[config.mk]
export PLATFORM = sky130hd
export DESIGN_NAME = src_data_sel_reg_flat
export DESIGN_NICKNAME = d
export VERILOG_FILES = /design/src/rtl/src_data_sel_reg_if.sv /design/src/rtl/src_data_sel_reg.sv /design/src/flat_wrapper.sv
export SDC_FILE = /design/constraint.sdc
export NUM_CORES = 1
export LEC_CHECK = 0
export CAP_MARGIN = 40
export CORE_AREA = 5 5 126 128
export CTS_CLUSTER_SIZE = 28
export DETAILED_ROUTE_END_ITERATION = 10
export DIE_AREA = 0 0 131 133
export GPL_TIMING_DRIVEN = 1
export PLACE_DENSITY_LB_ADDON = 0.3
export SLEW_MARGIN = 20
export SYNTH_ARGS = -nofsm -noshare
export SYNTH_HDL_FRONTEND = slang
export SYNTH_SLANG_ARGS = --single-unit
[constraint.sdc]
create_clock -name clk -period 2.3 [get_ports clk]
set_input_delay 0.46 -clock clk [delete_from_list [all_inputs] [get_ports clk]]
set_output_delay 0.46 -clock clk [all_outputs]
set_load 0.02 [all_outputs]
[src/rtl/src_data_sel_reg_if.sv]
// Bundle for src_data_sel_reg: channel bus, selection controls, registered
// output and FSM debug state. The master drives inputs and the slave is the selector.
interface src_data_sel_reg_if #(
  parameter int WIDTH = 32,
  parameter int N     = 9,
  parameter int SEL_W = 4
);
  logic [N*WIDTH-1:0] in_bus;
  logic [SEL_W-1:0]   control;
  logic               sel_load;
  logic               hold;
  logic               scan_en;
  logic [WIDTH-1:0]   out;
  logic               out_valid;
  logic [SEL_W-1:0]   cur_sel;
  logic               scan_wrap;
  logic [1:0]         dbg_state;

  modport master (
    output in_bus, control, sel_load, hold, scan_en,
    input  out, out_valid, cur_sel, scan_wrap, dbg_state
  );

  modport slave (
    input  in_bus, control, sel_load, hold, scan_en,
    output out, out_valid, cur_sel, scan_wrap, dbg_state
  );
endinterface

[src/rtl/src_data_sel_reg.sv]
// Registered N-way source-data selector with strobe-latched selection.
// Auto-scan (SCAN state, scan_en, scan_wrap) exists only with SRC_DATA_SEL_SCAN_EN.
module src_data_sel_reg #(
  parameter int WIDTH = 32,
  parameter int N     = 9,
  parameter int SEL_W = 4
) (
  input  logic               clk,
  input  logic               reset,
  src_data_sel_reg_if.slave  bus
);

  typedef enum logic [1:0] {
    ST_IDLE   = 2'd0,
    ST_DIRECT = 2'd1,
    ST_SCAN   = 2'd2
  } state_t;

  localparam logic [SEL_W-1:0] LAST = SEL_W'(N - 1);

  state_t           r_state;
  state_t           w_state_nxt;
  logic [SEL_W-1:0] r_sel;
  logic [SEL_W-1:0] w_sel_nxt;
  logic [SEL_W-1:0] w_clamped;
  logic [WIDTH-1:0] r_out;
  logic             r_valid;
  logic             r_wrap;
  logic             w_wrap_nxt;
  logic             w_scan_req;
  logic [WIDTH-1:0] w_ch [N];

  for (genvar k = 0; k < N; k++) begin : g_ch
    assign w_ch[k] = bus.in_bus[k*WIDTH +: WIDTH];
  end

  // Out-of-range indices select the last channel.
  assign w_clamped = (bus.control > LAST) ? LAST : bus.control;

`ifdef SRC_DATA_SEL_SCAN_EN
  assign w_scan_req = bus.scan_en;
`else
  logic w_unused_scan_en;
  assign w_unused_scan_en = bus.scan_en;
  assign w_scan_req       = 1'b0;
`endif

  // Priority: hold, then scan request, then sel_load.
  always_comb begin
    w_state_nxt = r_state;
    w_sel_nxt   = r_sel;
    w_wrap_nxt  = 1'b0;
    if (!bus.hold) begin
      case (r_state)
        ST_IDLE, ST_DIRECT: begin
          if (w_scan_req) begin
            w_state_nxt = ST_SCAN;
            w_sel_nxt   = '0;
          end else if (bus.sel_load) begin
            w_state_nxt = ST_DIRECT;
            w_sel_nxt   = w_clamped;
          end
        end
`ifdef SRC_DATA_SEL_SCAN_EN
        ST_SCAN: begin
          if (!w_scan_req) begin
            w_state_nxt = ST_DIRECT;
          end else if (r_sel >= LAST) begin
            w_sel_nxt  = '0;
            w_wrap_nxt = 1'b1;
          end else begin
            w_sel_nxt = r_sel + 1'b1;
          end
        end
`endif
        default: w_state_nxt = ST_IDLE;
      endcase
    end
  end

  // out_valid: out carries data from a latched selection; there is no
  // ready/backpressure, hold is the only stall and freezes everything.
  always_ff @(posedge clk or posedge reset) begin
    if (reset) begin
      r_state <= ST_IDLE;
      r_sel   <= '0;
      r_out   <= '0;
      r_valid <= 1'b0;
      r_wrap  <= 1'b0;
    end else if (!bus.hold) begin
      r_state <= w_state_nxt;
      r_sel   <= w_sel_nxt;
      r_wrap  <= w_wrap_nxt;
      if (w_state_nxt != ST_IDLE) begin
        r_out   <= w_ch[w_sel_nxt];
        r_valid <= 1'b1;
      end
    end else begin
      r_wrap <= 1'b0;
    end
  end

  assign bus.out       = r_out;
  assign bus.out_valid = r_valid;
  assign bus.cur_sel   = r_sel;
  assign bus.scan_wrap = r_wrap & ~bus.hold;
  assign bus.dbg_state = r_state;

endmodule

[src/flat_wrapper.sv]
// flat-port wrapper written by rule: the top's interface ports become plain ports
module src_data_sel_reg_flat 
#(
  parameter int WIDTH = 32,
  parameter int N     = 9,
  parameter int SEL_W = 4
)
  (clk, reset, bus_in_bus, bus_control, bus_sel_load, bus_hold, bus_scan_en, bus_out, bus_out_valid, bus_cur_sel, bus_scan_wrap, bus_dbg_state);
  src_data_sel_reg_if #(.WIDTH(WIDTH), .N(N), .SEL_W(SEL_W)) bus_i ();
  input  logic clk;
  input  logic reset;
  input wire logic [$bits(bus_i.in_bus)-1:0] bus_in_bus;
  input wire logic [$bits(bus_i.control)-1:0] bus_control;
  input wire logic [$bits(bus_i.sel_load)-1:0] bus_sel_load;
  input wire logic [$bits(bus_i.hold)-1:0] bus_hold;
  input wire logic [$bits(bus_i.scan_en)-1:0] bus_scan_en;
  output wire logic [$bits(bus_i.out)-1:0] bus_out;
  output wire logic [$bits(bus_i.out_valid)-1:0] bus_out_valid;
  output wire logic [$bits(bus_i.cur_sel)-1:0] bus_cur_sel;
  output wire logic [$bits(bus_i.scan_wrap)-1:0] bus_scan_wrap;
  output wire logic [$bits(bus_i.dbg_state)-1:0] bus_dbg_state;
  assign bus_i.in_bus = bus_in_bus;
  assign bus_i.control = bus_control;
  assign bus_i.sel_load = bus_sel_load;
  assign bus_i.hold = bus_hold;
  assign bus_i.scan_en = bus_scan_en;
  assign bus_out = bus_i.out;
  assign bus_out_valid = bus_i.out_valid;
  assign bus_cur_sel = bus_i.cur_sel;
  assign bus_scan_wrap = bus_i.scan_wrap;
  assign bus_dbg_state = bus_i.dbg_state;
  src_data_sel_reg #(.WIDTH(WIDTH), .N(N), .SEL_W(SEL_W)) u_core (.clk(clk), .reset(reset), .bus(bus_i));
endmodule
==> results of run 1 <==
final timing paths:
kind / start / to / cells after the start
max: u_core.bus.dbg_state[1] / u_core.bus.out[3] / 7
min: bus_hold / u_core.bus.dbg_state[0] / 3
max reg2reg: u_core.bus.dbg_state[1] / u_core.bus.out[3] / 7
min reg2reg: u_core.bus.out_valid / u_core.bus.out_valid / 1
max in group asynchronous: reset / u_core.bus.dbg_state[1] / 3
min in group asynchronous: reset / u_core.bus.out[1] / 2
logic make-up after synthesis:
logic type	share of synthesized area, %
compound gates	27.32
buf+inv	8.315
flops	24.66
mux	8.347
other cells	0.09476
simple gates	31.27
where the power goes:
group	internal, W	total [W]	leakage (nW)	switching, W
sequential	0.000816	0.000903	0.486	0.0000870
combinational	0.00116	0.00213	2.98	0.000965
clock	0.000623	0.000937	0.0900	0.000315
repair_timing:
item                       in CTS  in global routing
pin swaps                       2                 24
gates cloned                    3                  2
setup endpoints to repair      32                 24
setup buffers                   2                  2
hold endpoints to repair        0                  0
resized for setup               9                 13
routing by layer:
layer | vias up | GRT usage (%) | wire length [um]
met3 | 32 | 6.459 | 1967
met2 | 250 | 41.62 | 10990
met5 | - | 0 | 0
li1 | 2657 | - | -
met4 | 0 | 6.229 | 463
met1 | 2578 | 24.63 | 7642
state kept, by name (all words and copies together) (netlist names):
register	count
u_core.bus.out_valid	1
u_core.bus.dbg_state	2
u_core.bus.cur_sel	4
u_core.bus.out	32
synth_stat cells, drive strengths merged:
master    n
nand2   169
o21ai    67
nand3    65
dfrtp    39
a21oi    34
mux2i    33
a221o    32
a22oi    32
buf      28
clkbuf   23
inv       5
and2      3
nor2      2
nor2b     2
nor3      2
nor3b     2
a31oi     1
a41oi     1
conb      1
nand2b    1
nand3b    1
or3       1
or3b      1
cell type report:
cell class              instances  area (um2)
fillers                      1421        6569
multi-input cells             451        2740
repair buffers                388        4016
well taps                     188       235.2
clock inverters                 3       67.56
inverters                       5       21.27
flip-flops and latches         39       977.2
clock buffers                   5       125.1
critical path, cell delays in order (launching register included):
cell	delay, ps
sky130_fd_sc_hd__dfrtp_2	460
sky130_fd_sc_hd__or3b_4	410
sky130_fd_sc_hd__or3_4	350
sky130_fd_sc_hd__and2_4	240
sky130_fd_sc_hd__buf_12	170
sky130_fd_sc_hd__mux2i_1	120
sky130_fd_sc_hd__a221o_1	310
sky130_fd_sc_hd__o21ai_1	150
stage by stage:
stage / utilization [%] / TNS, ps / instances / hold WS (ps) / cell area (um2)
detailed placement: 53.07 / -13940 / 1063 / 461.2 / 7829
global placement: 53.07 / -12820 / 1063 / 457.7 / 7829
finish: 55.47 / -2.511 / 1079 / 439.3 / 8183
global route: 55.47 / -668.2 / 1079 / 430.4 / 8183
floorplan: - / 0 / 545 / 565.4 / 3958
CTS: 54.99 / 0 / 1076 / 480.1 / 8112
==> reports/qor.tcl, run 1 <==
set qor(result_of_the_run) {finished with violations}
set qor(violations) {setup timing}
set qor(finalPower_w) 0.003969
set qor(ys_seq_elements) 39
set qor(drt-total-wl_um) 21070
set qor(critical_path_arrival_ps) 2510
set qor(final.period_utilization_pct) 100.1
set qor(fp.dieH_um) 133
set qor(power_leakage_nw) 3.557
set qor(clockRootBuffer) {sky130_fd_sc_hd__clkbuf_16}
set qor(minimum_clock_period_ps) 2303
set qor(floorplan.rows) 45
set qor(routabilityCongestion) 0.9083
set qor(initial_core_util_pct) 26.83
set qor(clkLatencyLatePin_ps) 290
set qor(area_added_between_synthesis_and_finish_pct) 106.8
set qor(layout_commonest_cell) {sky130_fd_sc_hd__clkdlybuf4s50_1}
set qor(pin_count_of_the_biggest_net_entering_global_routing) 33
set qor(yosys.area.top_type) {sky130_fd_sc_hd__dfrtp_1}
set qor(cts_buffers) 5
set qor(final_nets) 1187
set qor(post-dp-hpwl_um) 16400
set qor(yosysTopAreaCellShare_pct) 24.66
set qor(cts_clock_pin_slew_for_the_worst_setup_and_hold_paths_ps) 70
set qor(hold_path.class) {input pin to register}
set qor(synth.cell_area_mm2) 0.003958
set qor(avgSynthCellArea_um2) 7.262
set qor(drtIter0Drc) 243
set qor(io_buffers) 334
set qor(netlist-cell-type-count) 32
set qor(setup.worst_path.end_class) {register}
set qor(antenna_found_initial) 0
set qor(vdd_drop_max_uv) 294.9
set qor(die_w_um) 131
set qor(critPathLaunchType) {register}
set qor(core_area_mm2) 0.01475
set qor(clock_tree.htree_level_count) 2
set qor(rsz_0062_raised_after_global_routing) {true}
set qor(grt_pass1_wl_um) 30580
set qor(clock.fmax_mhz) 434.3
set qor(yosysSeqAreaShare_pct) 24.66
set qor(post-route-worst-setup-slack_ps) -2.511
set qor(regToRegSetupSlack_ps) -3
set qor(power_per_cell_area_mw_per_mm2) 485.0
set qor(cts_tree) {done}
set qor(ios) 337
set qor(ys_top_cells_by_area) {sky130_fd_sc_hd__dfrtp_1, sky130_fd_sc_hd__nand2_1, sky130_fd_sc_hd__mux2i_1}
set qor(setup_viol_count_final) 1
set qor(global_route_usage_over_all_layers_pct) 22.55
set qor(postSynthCellCount) 545
set qor(cts_num_sinks) 39
set qor(setup.worst_path.class) {register to register}
set qor(via_per_inst) 5.113
set qor(gr-total-overflow) 0
set qor(fin_max_slew_vios) 0
set qor(cts_stage_hold_buffer_count) 0
set qor(routed_wire_length_per_instance_um) 19.52
set qor(grt_pass1_vias) 5634
set qor(drive_gt1_share_pct) 12.91
set qor(n_antenna_cell) 0
set qor(finClkSkew_ps) 10.54
set qor(route.antenna.remaining_nets) 0
set qor(final_cell_mix) {sky130_fd_sc_hd__clkdlybuf4s50_1, sky130_fd_sc_hd__nand2_1, sky130_fd_sc_hd__dfrtp_1}
set qor(timing.critical_path.fanout_max) 8
set qor(syn_nets) 842
set qor(dieArea_mm2) 0.01742
set qor(clk_path_buf_depth) 2
set qor(required_ps) 2510
set qor(yosys_warnings) 0
set qor(pre_cts_ws_ps) -480.6
set qor(firstDrtPassIters) 5
set qor(drc_errors) 0
set qor(cap_violations) 0
set qor(final_count_of_hold_timing_violations) 0
set qor(route.vias.total) 5517
Power figures use the tool's default switching activity.
==> run 2, diff against run 1 <==
Settings changed: CORE_AREA 5 5 126 128 to 5 5 128 130, DIE_AREA 0 0 131 133 to 0 0 133 135.
==> run 2 against run 1 <==
Net effect:
- fmax rose by 1.9%
- register-to-register slack gained 40 ps
- via count grew 0.56%
- clock skew fell by 6.5 ps
- highest routed layer unchanged
- non-clock buffer count up 6
- cell area unchanged
- critical path depth up 1
- the run now ends clean
- sequential share of layout area is essentially flat
- setup slack improved by 43 ps
==> reports/qor.tcl, run 2 (synthesized netlist as in run 1, its figures left out) <==
set qor(route.antenna.remaining_nets) 0 ;# unchanged
set qor(drt-total-wl_um) 21690 ;# was 21070 um
set qor(core_utilization_of_the_finished_layout_pct) 54.43 ;# was 55.47%
set qor(minimum_clock_period_ps) 2259 ;# was 2303 ps
set qor(drtIter0Drc) 220 ;# was 243
set qor(vdd_drop_max_uv) 281.0 ;# was 294.9 uV
set qor(cts_buffers) 5 ;# unchanged
set qor(ios) 337 ;# unchanged
set qor(cts_clock_pin_slew_for_the_worst_setup_and_hold_paths_ps) 60 ;# was 70 ps
set qor(cts_num_sinks) 39 ;# unchanged
set qor(timing.hold.ws_ps) 495.5 ;# was 439.3 ps
set qor(setup.worst_path.end_class) {register} ;# unchanged
set qor(critPathSlowestCell) {sky130_fd_sc_hd__dfrtp_1} ;# was sky130_fd_sc_hd__dfrtp_2
set qor(clockRootBuffer) {sky130_fd_sc_hd__clkbuf_16} ;# unchanged
set qor(pin_count_of_the_biggest_net_entering_global_routing) 39 ;# was 33
set qor(fp.dieH_um) 135 ;# was 133 um
set qor(post_dp_area_mm2) 0.007846 ;# was 0.007829 mm2
set qor(cts_stage_hold_buffer_count) 0 ;# unchanged
set qor(grt_pass1_wl_um) 32520 ;# was 30580 um
set qor(final_cell_mix) {sky130_fd_sc_hd__clkdlybuf4s50_1, sky130_fd_sc_hd__nand2_1, sky130_fd_sc_hd__dfrtp_1} ;# unchanged
set qor(holdPathEnd) {u_core.bus.out_valid} ;# was u_core.bus.dbg_state[0]
set qor(whs_path_cells) 1 ;# was 3
set qor(post-dp-hpwl_um) 16740 ;# was 16400 um
set qor(cts_tree) {done} ;# unchanged
set qor(finClkSkew_ps) 3.992 ;# was 10.54 ps
set qor(timing.critical_path.fanout_max) 8 ;# unchanged
set qor(core_area_mm2) 0.01503 ;# was 0.01475 mm2
set qor(final.period_utilization_pct) 98.22 ;# was 100.1%
set qor(critical_path_arrival_ps) 2480 ;# was 2510 ps
set qor(critical_path.reg2reg.endpoint) {u_core.bus.out[5]} ;# was u_core.bus.out[3]
set qor(antenna_found_initial) 0 ;# unchanged
set qor(routed_wire_length_per_instance_um) 20.01 ;# was 19.52 um
set qor(hold_path.class) {register to register} ;# was input pin to register
set qor(finalPower_w) 0.003776 ;# was 0.003969 W
set qor(power_per_cell_area_mw_per_mm2) 461.4 ;# was 485.0 mW/mm2
set qor(power_leakage_nw) 3.579 ;# was 3.557 nW
set qor(via_per_inst) 5.118 ;# was 5.113
set qor(clock.fmax_mhz) 442.7 ;# was 434.3 MHz
set qor(stdcell_area_mm2) 0.008183 ;# unchanged
set qor(fin_max_slew_vios) 0 ;# unchanged
set qor(die_w_um) 133 ;# was 131 um
set qor(cap_violations) 0 ;# unchanged
set qor(critPathLaunch) {u_core.bus.dbg_state[1]} ;# unchanged
set qor(layout_commonest_cell) {sky130_fd_sc_hd__clkdlybuf4s50_1} ;# unchanged
set qor(floorplan.rows) 45 ;# unchanged
set qor(rsz_0062_raised_after_global_routing) {true} ;# unchanged
set qor(clkLatencyLatePin_ps) 290 ;# about the same
set qor(initial_core_util_pct) 26.33 ;# was 26.83%
set qor(gr-total-overflow) 0 ;# unchanged
set qor(largest_register_ff_count) 32 ;# unchanged
set qor(setup.worst_path.class) {register to register} ;# unchanged
set qor(clk_path_buf_depth) 2 ;# unchanged
set qor(routabilityCongestion) 0.8821 ;# was 0.9083
set qor(required_ps) 2520 ;# was 2510 ps
set qor(final_count_of_hold_timing_violations) 0 ;# unchanged
set qor(drive_gt1_share_pct) 12.83 ;# was 12.91%
set qor(reg2reg_depth) 8 ;# was 7
set qor(worst_hold_startpoint) {u_core.bus.out_valid} ;# was bus_hold
set qor(regToRegSetupSlack_ps) 40 ;# was -3 ps
set qor(result_of_the_run) {finished, final reports clean} ;# was finished with violations
set qor(grt_pass1_vias) 5992 ;# was 5634
set qor(cp_cell_sequence) {or3b_4, or3_1, and2_4, buf_12, clkbuf_16, mux2i_1, a221o_1, o21ai_1} ;# was or3b_4, or3_4, and2_4, buf_12, mux2i_1, a221o_1, o21ai_1
set qor(dieArea_mm2) 0.01796 ;# was 0.01742 mm2
set qor(firstDrtPassIters) 4 ;# was 5
set qor(drc_errors) 0 ;# unchanged
set qor(route.vias.total) 5548 ;# was 5517
set qor(setup_viol_count_final) 0 ;# was 1
set qor(worst_r2r_startpoint) {u_core.bus.dbg_state[1]} ;# unchanged
set qor(area_added_between_synthesis_and_finish_pct) 106.8 ;# unchanged
set qor(timing.critical_path.slowest_cell_delay_ps) 410 ;# was 460 ps
set qor(n_antenna_cell) 0 ;# unchanged
set qor(final_nets) 1192 ;# was 1187
set qor(critPathLaunchType) {register} ;# unchanged
set qor(io_buffers) 334 ;# unchanged
set qor(clock_tree.htree_level_count) 2 ;# unchanged
set qor(global_route_usage_over_all_layers_pct) 23.13 ;# was 22.55%
run 2: cell count changes in the layout (fill, tap and decap cells not counted), moves of 2 or more:
cell,before,now
sky130_fd_sc_hd__buf_16,2,4
sky130_fd_sc_hd__buf_4,32,37
sky130_fd_sc_hd__bufinv_16,2,0
sky130_fd_sc_hd__clkinv_2,0,3
sky130_fd_sc_hd__nand2_1,166,168
sky130_fd_sc_hd__nand2_2,3,1
sky130_fd_sc_hd__o21ai_0,27,32
sky130_fd_sc_hd__o21ai_1,37,33
run 2: final cells by class:
cell class              count  area [um2]
repair buffers            394        4093
well taps                 188       235.2
flip-flops and latches     39       975.9
clock buffers               5       125.1
fillers                  1423        6850
clock inverters             3       15.01
multi-input cells         450        2718
inverters                   5       21.27
run 2: what timing repair did:
| action | in CTS | in global routing |
|---|---|---|
| buffers inserted | 4 | 0 |
| gates resized for setup | 9 | 3 |
| pin swaps | 1 | 0 |
| cloned | 4 | 1 |
| setup endpoints to repair | 32 | 24 |
run 2: worst max-delay path by stage:
| stage | to | slack [ps] | cells after the start |
|---|---|---|---|
| after floorplan | u_core.bus.out[31] | 60 | 8 |
| after global placement | u_core.bus.out[31] | -460 | 8 |
| after detailed placement | u_core.bus.out[6] | -530 | 8 |
| after CTS | u_core.bus.out[27] | 10 | 9 |
| after global routing | u_core.bus.out[27] | -40 | 8 |
| final | u_core.bus.out[5] | 40 | 8 |
run 2: critical path, delay by kind of cell, from the launching register on:
| kind | cells | cell delay (ps) |
|---|---|---|
| DFF | 1 | 410 |
| and+or+nand+nor | 3 | 940 |
| AOI/OAI and AO/OA | 2 | 400 |
| muxes | 1 | 120 |
| buffers and inverters | 2 | 310 |
run 2: power by group:
part	total [W]	switching, W	internal, W
clock network	0.000705	0.000308	0.000397
logic	0.00217	0.000989	0.00118
registers	0.000898	0.0000817	0.000816
run 2: through the flow:
stage,cells,setup WS (ps),setup TNS (ps)
after global placement,1067,-457.0,-13940
after CTS,1083,13.26,0
after floorplan,545,58.88,0
final,1084,40.93,0
after global routing,1084,-40.94,-226.6
after detailed placement,1067,-533.4,-15520
run 2: per-layer routing:
metal,GRT usage [%],routed length [um],up-vias
li1,-,-,2667
met1,25.44,8112,2543
met2,41.31,10840,287
met3,6.855,1865,51
met4,10.10,872,0
met5,0,0,-
==> run 3, diff against run 2 <==
Settings changed: CTS_BUF_LIST set to sky130_fd_sc_hd__clkbuf_8.
Clock period 2.3 ns to 2.15 ns, I/O delays scaled along.
==> run 3 against run 2 <==
Net effect:
- the run now ends with setup timing left
- via count is 2.2% higher
- first-iteration DRC count is 14% higher
- combinational power is 12% higher
- clock power is 1% lower
- utilization is 2.0 points higher
- routed wire length is 4.4% higher
- critical path depth is 1 higher
- cell count is 2.0% higher
- global-route usage is 0.26 points higher
- power is 8.5% higher
- register-to-register slack worse by 160 ps
- non-clock buffer count is 22 higher
- critical path type unchanged
- largest power group unchanged
==> reports/qor.tcl, run 3 (synthesized netlist as in run 1, its figures left out) <==
set qor(pin_count_of_the_biggest_net_entering_global_routing) 39 ;# unchanged
set qor(minimum_clock_period_ps) 2274 ;# was 2259 ps
set qor(required_ps) 2350 ;# was 2520 ps
set qor(setup.worst_path.end_class) {register} ;# unchanged
set qor(power_leakage_nw) 3.719 ;# was 3.579 nW
set qor(crit_buf_inv) 3 ;# was 2
set qor(violations) {setup timing}
set qor(post-dp-hpwl_um) 16830 ;# was 16740 um
set qor(clk_path_buf_depth) 2 ;# unchanged
set qor(floorplan.rows) 45 ;# unchanged
set qor(pre_cts_ws_ps) -682.7 ;# was -533.4 ps
set qor(io_buffers) 334 ;# unchanged
set qor(critical_path.reg2reg.endpoint) {u_core.bus.out[22]} ;# was u_core.bus.out[5]
set qor(ios) 337 ;# unchanged
set qor(finClkSkew_ps) 5.232 ;# was 3.992 ps
set qor(drive_gt1_share_pct) 16.56 ;# was 12.83%
set qor(n_antenna_cell) 0 ;# unchanged
set qor(core_utilization_of_the_finished_layout_pct) 56.44 ;# was 54.43%
set qor(final_nets) 1214 ;# was 1192
set qor(route.vias.total) 5669 ;# was 5548
set qor(power_per_cell_area_mw_per_mm2) 483.1 ;# was 461.4 mW/mm2
set qor(largest_register_ff_count) 32 ;# unchanged
set qor(final_cell_mix) {sky130_fd_sc_hd__clkdlybuf4s50_1, sky130_fd_sc_hd__nand2_1, sky130_fd_sc_hd__buf_4} ;# was sky130_fd_sc_hd__clkdlybuf4s50_1, sky130_fd_sc_hd__nand2_1, sky130_fd_sc_hd__dfrtp_1
set qor(cts_clock_pin_slew_for_the_worst_setup_and_hold_paths_ps) 90 ;# was 60 ps
set qor(regToRegSetupSlack_ps) -120 ;# was 40 ps
set qor(clock_tree.htree_level_count) 2 ;# unchanged
set qor(stdcell_area_mm2) 0.008484 ;# was 0.008183 mm2
set qor(cp_cell_sequence) {or3b_4, or3_1, and2_4, buf_12, bufbuf_16, buf_8, nand2_1, a221o_1, o21ai_1} ;# was or3b_4, or3_1, and2_4, buf_12, clkbuf_16, mux2i_1, a221o_1, o21ai_1
set qor(critical_path_arrival_ps) 2480 ;# about the same
set qor(hold_path.class) {input pin to asynchronous set/reset pin} ;# was register to register
set qor(cts_num_sinks) 39 ;# unchanged
set qor(grt_pass1_vias) 5878 ;# was 5992
set qor(critPathLaunchType) {register} ;# unchanged
set qor(routed_wire_length_per_instance_um) 20.48 ;# was 20.01 um
set qor(layout_commonest_cell) {sky130_fd_sc_hd__clkdlybuf4s50_1} ;# unchanged
set qor(setup_viol_count_final) 31 ;# was 0
set qor(timing.hold.ws_ps) 452.7 ;# was 495.5 ps
set qor(firstDrtPassIters) 4 ;# unchanged
set qor(path_delay_family) {simple AND/OR/NAND/NOR gates} ;# unchanged
set qor(rsz_0062_raised_after_global_routing) {true} ;# unchanged
set qor(vdd_drop_max_uv) 241.9 ;# was 281.0 uV
set qor(global_route_usage_over_all_layers_pct) 23.39 ;# was 23.13%
set qor(drtIter0Drc) 250 ;# was 220
set qor(antenna_found_initial) 0 ;# unchanged
set qor(cap_violations) 0 ;# unchanged
set qor(die_w_um) 133 ;# unchanged
set qor(core_area_mm2) 0.01503 ;# unchanged
set qor(cts_buffers) 5 ;# unchanged
set qor(drt-total-wl_um) 22650 ;# was 21690 um
set qor(tightest_slew_ps) 501.8
set qor(post_dp_area_mm2) 0.007878 ;# was 0.007846 mm2
set qor(fin_max_slew_vios) 0 ;# unchanged
set qor(final.fill_count) 1404 ;# was 1423
set qor(post-route-worst-setup-slack_ps) -124.1 ;# was 40.93 ps
set qor(result_of_the_run) {finished with violations} ;# was finished, final reports clean
set qor(timing.critical_path.fanout_max) 6 ;# was 8
set qor(max_slew_margin_pct) 66.50
set qor(drc_errors) 0 ;# unchanged
set qor(route.antenna.remaining_nets) 0 ;# unchanged
set qor(final.period_utilization_pct) 105.8 ;# was 98.22%
set qor(area_added_between_synthesis_and_finish_pct) 114.4 ;# was 106.8%
set qor(routabilityCongestion) 0.8439 ;# was 0.8821
set qor(gr-total-overflow) 0 ;# unchanged
set qor(clock.fmax_mhz) 439.7 ;# was 442.7 MHz
set qor(final_count_of_hold_timing_violations) 0 ;# unchanged
set qor(clockRootBuffer) {sky130_fd_sc_hd__clkbuf_8} ;# was sky130_fd_sc_hd__clkbuf_16
set qor(clkLatencyLatePin_ps) 320 ;# was 290 ps
set qor(fp.dieH_um) 135 ;# unchanged
set qor(setup.worst_path.class) {register to register} ;# unchanged
set qor(critPathSlowestCell) {sky130_fd_sc_hd__dfrtp_2} ;# was sky130_fd_sc_hd__dfrtp_1
set qor(worst_r2r_startpoint) {u_core.bus.dbg_state[1]} ;# unchanged
set qor(initial_core_util_pct) 26.33 ;# unchanged
set qor(reg2reg_depth) 9 ;# was 8
set qor(dieArea_mm2) 0.01796 ;# unchanged
set qor(grt_pass1_wl_um) 32730 ;# was 32520 um
set qor(multi_input_area_mm2) 0.002776 ;# was 0.002718 mm2
set qor(via_per_inst) 5.126 ;# was 5.118
set qor(ff_latch_area_um2) 977.2 ;# was 975.9 um2
set qor(cts_tree) {done} ;# unchanged
set qor(timing.critical_path.slowest_cell_delay_ps) 420 ;# was 410 ps
## run 3: cell count changes in the layout (fill, tap and decap cells not counted), moves of 3 or more
cell / change
sky130_fd_sc_hd__clkbuf_8: +6
sky130_fd_sc_hd__buf_4: +7
sky130_fd_sc_hd__clkbuf_16: -4
sky130_fd_sc_hd__buf_6: +8
sky130_fd_sc_hd__a21oi_2: +3
sky130_fd_sc_hd__a22oi_2: +4
sky130_fd_sc_hd__buf_8: +6
sky130_fd_sc_hd__a22oi_1: -4
sky130_fd_sc_hd__o21ai_1: -3
sky130_fd_sc_hd__nand2_1: -3
sky130_fd_sc_hd__nand2_2: +3
sky130_fd_sc_hd__o21ai_2: +3
sky130_fd_sc_hd__a21oi_1: -3
## run 3: final cells by class
| type | instances | area share, % |
|---|---|---|
| repair buffers | 416 | 51.32 |
| well taps | 188 | 2.772 |
| flip-flops and latches | 39 | 11.52 |
| multi-input cells | 450 | 32.72 |
| clock inverters | 2 | 0.4129 |
| clock buffers | 6 | 0.9733 |
| inverters | 5 | 0.2802 |
## run 3: routing by layer
metal / global-route usage (%) / part of all wire [%] / vias to the layer above
met3: 7.526 / 8.4 / 28
met2: 43.93 / 53 / 265
met1: 25.03 / 37 / 2661
met4: 6.640 / 1.8 / 0
li1: - / - / 2715
met5: 0 / 0 / -
## run 3: what timing repair did
| item | in CTS | in global routing |
|---|---|---|
| buffers inserted | 15 | 9 |
| pin swaps | 12 | 20 |
| hold endpoints to repair | 0 | 0 |
| resized for setup | 20 | 30 |
| hold buffers | 0 | 0 |
| setup endpoints to repair | 32 | 32 |
| cloned | 6 | 3 |
## run 3: metrics by stage
step	cells	power [W]	TNS (ps)
global placement	1069	0.003196	-19640
CTS	1098	0.004070	-2669
detailed placement	1069	0.003207	-21040
global route	1106	0.004311	-4492
finish	1106	0.004099	-2163
floorplan	545	0.001972	-622.1
## run 3: worst max path at each step
stage,startpoint,endpoint,cells past startpoint
4_1_cts,u_core.bus.dbg_state[1],u_core.bus.out[3],8
5_1_grt,u_core.bus.dbg_state[1],u_core.bus.out[8],8
3_3_place_gp,bus_hold,u_core.bus.out[5],8
6_report,u_core.bus.dbg_state[1],u_core.bus.out[22],9
3_5_place_dp,bus_hold,u_core.bus.out[20],8
2_1_floorplan,u_core.bus.dbg_state[1],u_core.bus.out[31],8
## run 3: power breakdown
part,internal [W],leakage [nW],switching (W),total (W)
clock network,0.000377,0.0612,0.000320,0.000696
registers,0.000871,0.486,0.0000976,0.000969
logic,0.00135,3.17,0.00109,0.00243
